--- src/rtl/fetch_stage.sv ---
// Instruction-fetch stage: program counter with branch/writeback redirects,
// plus the IF/ID register that steers each fetched word to the scalar or vector decode path.
module fetch_stage #(
  parameter int N = 24
) (
  input  logic         clk,
  input  logic         rst,
  input  logic [N-1:0] ResultW,
  input  logic [N-1:0] ExtImmE,
  input  logic         PCSrcW,
  input  logic         BranchTakenE,
  input  logic         StallF,
  input  logic         StallD,
  input  logic         FlushD,
  input  logic [N-1:0] instruction,
  output logic [N-1:0] PCF,
  output logic [N-1:0] InstrD,
  output logic [N-1:0] InstrD_vector,
  output logic [N-1:0] PCPlus8D
);

  localparam int VBIT = N - 4;

  logic [N-1:0] pc_q, pc_d;
  logic [N-1:0] pc_plus4;
  logic [N-1:0] instr_s_q, instr_s_d;
  logic [N-1:0] instr_v_q, instr_v_d;

  // IF: next-PC selection; an execute-stage branch outranks a writeback redirect
  always_comb begin
    pc_plus4 = pc_q + N'(4);
    pc_d     = pc_q;
    if (StallF) begin
      if (BranchTakenE)  pc_d = ExtImmE;
      else if (PCSrcW)   pc_d = ResultW;
      else               pc_d = pc_plus4;
    end
  end

  // IF/ID: flush inserts the all-zero bubble on both decode paths
  always_comb begin
    instr_s_d = instr_s_q;
    instr_v_d = instr_v_q;
    if (FlushD) begin
      instr_s_d = '0;
      instr_v_d = '0;
    end else if (StallD) begin
      if (instruction[VBIT]) begin
        instr_s_d = '0;
        instr_v_d = instruction;
      end else begin
        instr_s_d = instruction;
        instr_v_d = '0;
      end
    end
  end

  always_ff @(posedge clk) begin
    if (rst) begin
      pc_q      <= '0;
      instr_s_q <= '0;
      instr_v_q <= '0;
    end else begin
      pc_q      <= pc_d;
      instr_s_q <= instr_s_d;
      instr_v_q <= instr_v_d;
    end
  end

  assign PCF           = pc_q;
  assign PCPlus8D      = pc_plus4;
  assign InstrD        = instr_s_q;
  assign InstrD_vector = instr_v_q;

endmodule

--- config.mk ---
export PLATFORM = sky130hd
export DESIGN_NAME = fetch_stage
export DESIGN_NICKNAME = d
export VERILOG_FILES = /design/src/rtl/fetch_stage.sv
export SDC_FILE = /design/constraint.sdc
export NUM_CORES = 1
export LEC_CHECK = 0
export ABC_AREA = 1
export CAP_MARGIN = 20
export CORE_ASPECT_RATIO = 0.9
export CORE_MARGIN = 2
export CORE_UTILIZATION = 40
export CTS_BUF_LIST = sky130_fd_sc_hd__clkbuf_8
export DETAILED_ROUTE_END_ITERATION = 8
export HOLD_SLACK_MARGIN = 0.08
export MAX_ROUTING_LAYER = met4
export PLACE_DENSITY = 0.9
export SYNTH_ARGS = -nofsm -noshare
export SYNTH_HDL_FRONTEND = slang
export SYNTH_SLANG_ARGS = --single-unit
--- constraint.sdc ---
create_clock -name clk -period 3.45 [get_ports clk]
set_input_delay 0.69 -clock clk [delete_from_list [all_inputs] [get_ports clk]]
set_output_delay 0.69 -clock clk [all_outputs]
set_load 0.1 [all_outputs]
==> results.tsv, run 1 <==
stage	metric	value	unit
finish	n_antenna_cell	0	
clocking	clk_pin_slew	80	ps
route	antenna_left	0	
critical_path	worstSetupStartpointType	register	
synth	synth_top_family_by_area	simple AND/OR/NAND/NOR gates	
critical_path	critPathRequiredTime	2760	ps
synth	yosysMostFrequentCell	nand2_1	
timing	layout_min_cycle_time	2763	ps
synth	synth_edf_count	0	
global_routing	grt_pass1_wl	18460	µm
clocking	cts_hold_buf	0	
route	wl_per_cell	15.18	µm
critical_path	crit_fanout	4	
critical_path	r2r-start	PCF[3]	
synth	synthTopCellsByArea	dfxtp_1 (42%), nand2_1 (14%), a21oi_1 (9.6%), nand3_1 (6.3%), a221oi_1 (5.6%)	
clocking	cts_resized	0	
global_routing	grt_pass1_vias	3749	
synth	synth_area	3423	µm²
clocking	cts_tree	yes	
timing	min_period_over_period	80.10	%
global_routing	grt-ovfl-total	0	
clocking	cts.sinks	71	
finish	final_util	63.79	%
clocking	root_buffer	clkbuf_8	
timing	rsz0062_at_grt	no	
finish	fillCellCount	714	
timing	hold_violations	0	
clocking	insertion_delay	340	ps
synth	synth-compound-area-share	20.61	%
synth	synth_mux_area_share	0	%
synth	avgSynthCellArea	7.147	µm²
critical_path	path_buf_inv	1	
critical_path	reg2regPathDepth	7	
synth	syn_nets	559	
route	first_pass_iters	6	
synth	synth_top_area_share	41.52	%
job	maxCapViolCount	0	
global_routing	grt_max_degree	48	
timing	fin_tns_setup	0	ps
clocking	h-tree-depth	3	
critical_path	rr_endpoint	PCF[16]	
power	peakVddDrop	0.2986	mV
critical_path	end_kind	primary output	
critical_path	cp-endpoint	PCPlus8D[20]	
critical_path	slowest_delay	400	ps
synth	yosys_warnings	0	
finish	layout-drive-gt1-share	14.51	%
floorplanning	initial_utilization	40.52	%
global_routing	grt_use_total	25.26	%
route	routed_wl	11540	µm
synth	seq_area_frac_synth	41.52	%
timing	worstMarginPinSlew	1010	ps
synth	synthSimpleGateAreaFrac	26.54	%
route	drt_iter0_markers	264	
synth	syn_inst	479	
worst_hold_path	holdCritStartpoint	InstrD[13]	
clocking	cts.path.max_buffers	2	
synth	synth_xor_area_share	2.558	%
worst_hold_path	hp-class	reg2reg	
clocking	cts_buffers	9	
route	routed_via_density	5.163	
power	power.leakage	2.048	nW
route	via_count	3924	
place	place.gp.congestion	0.9450	
synth	synth-async-reset-ratio	0	%
synth	yosysUniqueCellTypes	26	
synth	netlist_top_cells_count	nand2_1 (130), dfxtp_1 (71), a21oi_1 (66)	
route	drc	0	
clocking	post_cts_buffers	0	
finish	sequential_cell_area	1423	µm²
critical_path	critPathLaunch	PCF[3]	
timing	finClkSkew	13.77	ps
timing	finalSetupViolations	0	
floorplanning	die_h	91.77	µm
timing	relSlewSlack	32.46	%
synth	synth_seq_cells	71	
critical_path	cpMaxStageDelayCell	dfxtp_1	
finish	multi_input_area	1818	µm²
critical_path	worst-path-stages	7	
floorplanning	die_area	9316	µm²
floorplanning	rows	32	
floorplanning	die_w	101.5	µm
finish	nets	717	
timing	slew_viol_final	0	
synth	synth_fa_ha_area_share	0.3655	%
synth	synthFlopType	dfxtp_1	
place	place_hpwl	8619	µm
place	io_buffers	173	
power	pwr_density_cell	430.3	nW/µm²
critical_path	arrival	2070	ps
run_status	status	finished, final reports clean	
synth	synth_area_leader_cell	dfxtp_1	
critical_path	path_cells	ha_1 -> nand2_1 -> nor2_1 -> nand3_1 -> o21bai_1 -> and2_1 -> buf_4	
critical_path	worstSetupPathType	reg2out	
floorplanning	coreArea	8448	µm²
critical_path	rrSetupSlack	1800	ps
critical_path	crit_family	simple AND/OR/NAND/NOR gates	
global_routing	grt_antenna_before_repair	0	
timing	fmax	361.9	MHz
finish	areaGrowthSynthToFinish	57.42	%
floorplanning	boundaryPins	175	
## sequential cells by signal, summed over array words and instances (netlist names)
| register | cells |
|---|---|
| InstrD | 23 |
| PCF | 24 |
| InstrD_vector | 24 |
## final cells by class
cell class | instances | area share [%]
timing repair buffer | 180 | 31.11
clock buffer | 10 | 2.554
tap | 119 | 2.763
clock inverter | 5 | 1.068
multi-input combinational | 342 | 33.74
sequential | 71 | 26.40
inverter | 33 | 2.368
## where the power goes
part           internal (mW)  switching (mW)  leakage, nW
sequential             0.851          0.0420        0.580
clock                  0.351           0.319        0.103
combinational          0.207           0.548         1.36
total                   1.41           0.909         2.05
## cells in the final DEF, fill, tap and decap left out, drive strengths merged, types with 3 or more instances in the layout
master	count
dfxtp	71
a21oi	68
nor2	25
xor2	5
o21ai	24
nand3	43
nand2	134
buf	50
a221oi	22
clkbuf	10
clkinv	3
inv	33
clkdlybuf4s50	130
and2	4
xnor2	5
## stage by stage
| stage | cell area [µm²] | std cells | power [mW] | worst slack [ps] | hold WS (ps) |
|---|---|---|---|---|---|
| after CTS | 5389 | 760 | 2.334 | 684.0 | 468.9 |
| after global placement | 5194 | 745 | 1.654 | 1037 | 451.9 |
| final | 5389 | 760 | 2.319 | 686.7 | 467.3 |
| after floorplan | 3528 | 479 | 1.442 | 10.26 | 768.7 |
| after global routing | 5389 | 760 | 2.405 | 511.4 | 489.5 |
| after detailed placement | 5194 | 745 | 1.664 | 956.6 | 457.7 |
## cells by family (layout without fill, tap and decap cells)
logic type,count (synthesis),in the layout
AO/OA/AOI/OAI,120,120
XOR/XNOR,10,10
adder cells (fa/ha/maj),1,1
buffers and inverters,66,228
flip-flops,71,71
other,1,1
AND/OR/NAND/NOR,210,210
## per-layer routing
| layer | vias up | part of all wire [%] | track usage, % | wire length (µm) |
|---|---|---|---|---|
| met5 | - | 0 | - | 0 |
| met4 | 0 | 1.7 | 6.982 | 193 |
| met1 | 1805 | 43 | 33.22 | 4968 |
| met2 | 176 | 48 | 39.97 | 5563 |
| met3 | 19 | 7.1 | 4.421 | 814 |
| li1 | 1924 | - | - | - |
## how the worst min path moves through the flow
stage                                   to  slack (ps)  cells past startpoint
after floorplan                     PCF[0]         770                      1
after global placement    InstrD_vector[1]         450                      2
after detailed placement        InstrD[14]         460                      2
after CTS                       InstrD[14]         470                      2
after global routing            InstrD[13]         490                      2
final                           InstrD[13]         470                      2
## worst register-to-register path, delay by kind of cell (launching register included)
kind / cells / cell delay, ps
simple gates: 5 / 760
compound gates: 1 / 150
fa+ha+maj: 1 / 260
flops: 1 / 400
Power figures use the tool's default switching activity.
==> run 2, diff against run 1 <==
Clock period 3.45 ns to 2.8 ns, I/O delays scaled along.
==> results.tsv, run 2 (same netlist as run 1, synthesis figures left out) <==
stage	metric	value	unit	change
floorplanning	die_w	101.5	µm	unchanged
finish	layout-drive-gt1-share	25.66	%	+11 points
clocking	root_buffer	clkbuf_8		
timing	finClkSkew	9.936	ps	-3.837 ps
place	placed_cell_area	5423	µm²	+4.4%
timing	layout_min_cycle_time	2652	ps	
route	via_count	3932		+0.20%
timing	min_period_over_period	94.72	%	
critical_path	end_kind	primary output		
finish	sequential_cell_area	1439	µm²	+1.1%
timing	hold_violations	0		unchanged
power	pwr_density_cell	534.7	nW/µm²	+24%
clocking	cts_buffers	9		unchanged
route	drt_iter0_markers	254		-3.8%
power	peakVddDrop	0.3495	mV	+17%
critical_path	crit_fanout	4		unchanged
place	place.gp.congestion	0.9666		+2.3%
finish	final_common_cell	nand2_1		
global_routing	grt.met3_usage	3.735	%	-0.69 points
critical_path	worstSetupPathType	reg2out		
finish	final_cell_mix	nand2_1 (127), buf_4 (86), clkdlybuf4s50_1 (78), a21oi_1 (66), dfxtp_1 (59)		
place	io_buffers	173		unchanged
timing	fmax	377.1	MHz	
route	routed_via_density	5.153		-0.19%
global_routing	grt-ovfl-total	0		unchanged
critical_path	worstSetupStartpointType	register		
timing	rsz0062_at_grt	no		
critical_path	critPathRequiredTime	2240	ps	-520 ps
route	wl_per_cell	15.44	µm	+1.7%
worst_hold_path	hp-class	reg2reg		
route	drc	0		unchanged
floorplanning	boundaryPins	175		unchanged
clocking	insertion_delay	340	ps	about the same
route	routed_wl	11780	µm	+2.1%
floorplanning	initial_utilization	40.52	%	unchanged
timing	worstMarginPinSlew	986.6	ps	-23.24 ps
power	power.leakage	2.263	nW	+11%
clocking	clk_pin_slew	80	ps	about the same
floorplanning	coreArea	8448	µm²	unchanged
clocking	cts_tree	yes		
timing	finalSetupViolations	0		unchanged
floorplanning	die_h	91.77	µm	unchanged
global_routing	grt_antenna_before_repair	1		+1
floorplanning	die_area	9316	µm²	unchanged
timing	relSlewSlack	34.15	%	+1.7 points
route	antenna_left	0		unchanged
global_routing	grt_max_degree	48		unchanged
clocking	cts.path.max_buffers	2		unchanged
critical_path	arrival	2090	ps	+20 ps
floorplanning	rows	32		unchanged
timing	slew_viol_final	0		unchanged
global_routing	grt_use_total	25.99	%	+0.73 points
global_routing	grt_pass1_wl	18830	µm	+2.0%
power	power.total	3.021	mW	+30%
run_status	status	finished, final reports clean		
place	place_hpwl	8903	µm	+3.3%
finish	areaGrowthSynthToFinish	65.06	%	
global_routing	gr-usage-met1	33.83	%	+0.60 points
clocking	h-tree-depth	3		unchanged
route	first_pass_iters	4		-2
finish	multi_input_area	1946	µm²	+7.0%
clocking	cts.sinks	71		unchanged
global_routing	busiest_layer	met2		
global_routing	grt_pass1_vias	3722		-0.72%
finish	fillCellCount	718		+0.56%
finish	finalInstanceArea	5650	µm²	+4.9%
global_routing	gr-usage-met2	40.90	%	+0.93 points
clocking	post_cts_buffers	0		unchanged
finish	nets	718		+0.14%
job	maxCapViolCount	0		unchanged
[run 2: changes by cell type in the layout (fill, tap and decap cells not counted), moves of 5 or more]
cell / previous run / this run
nand2_4: 0 / 5
dfxtp_2: 1 / 11
dfxtp_1: 70 / 59
buf_12: 0 / 17
clkdlybuf4s50_1: 130 / 78
buf_4: 50 / 86
[run 2: final cells by class]
class / count / area share, %
Multi-Input combinational cell: 342 / 34.43
Timing Repair Buffer: 181 / 31.27
Sequential cell: 71 / 25.47
Tap cell: 119 / 2.635
Inverter: 33 / 2.259
Clock buffer: 9 / 2.192
Clock inverter: 7 / 1.705
Antenna cell: 1 / 0.04429
[run 2: path summary, 6_finish.rpt]
kind | start | to | slack [ps] | depth (start not counted)
worst max-delay path | PCF[2] | PCPlus8D[22] | 150 | 8
worst min-delay path | InstrD[12] | InstrD[12] | 470 | 2
worst max register to register | PCF[2] | PCF[18] | 1050 | 10
worst min register to register | InstrD[12] | InstrD[12] | 470 | 2
[run 2: through the flow]
step,setup TNS [ps],util (%),setup slack [ps],std cells,hold slack (ps)
floorplan,-260.1,-,-128.3,479,638.7
global placement,0,64.19,538.9,746,453.0
detailed placement,0,64.19,485.8,746,459.8
CTS,0,66.80,93.81,762,472.6
global route,0,66.88,25.86,763,493.3
finish,0,66.88,147.9,763,466.9
[run 2: repair_timing]
| item | 4_1_cts | 5_1_grt |
|---|---|---|
| resized for setup | 0 | 1 |
| hold buffers | 0 | 0 |
| endpoints found under the setup margin | 0 | 1 |
[run 2: worst max-delay path, stage by stage (launching register included)]
cell and delay, ps:
dfxtp_4 380, ha_1 240, nand2_1 70, nor2_1 220, nand2_2 200, nor2_4 150, nand3_1 100, and2_2 230
buf_12 160
[run 2: report_power, final]
| part | total, mW | switching [mW] | internal, mW | leakage, nW |
|---|---|---|---|---|
| Sequential | 1.10 | 0.0533 | 1.05 | 0.584 |
| Combinational | 0.990 | 0.688 | 0.302 | 1.57 |
| Clock | 0.926 | 0.421 | 0.505 | 0.108 |
[run 2: metal layers]
| metal | share of wire, % | vias to the layer above |
|---|---|---|
| met2 | 48 | 128 |
| met4 | 2.6 | 0 |
| met1 | 45 | 1849 |
| met5 | 0 | - |
| li1 | - | 1928 |
| met3 | 4.3 | 27 |
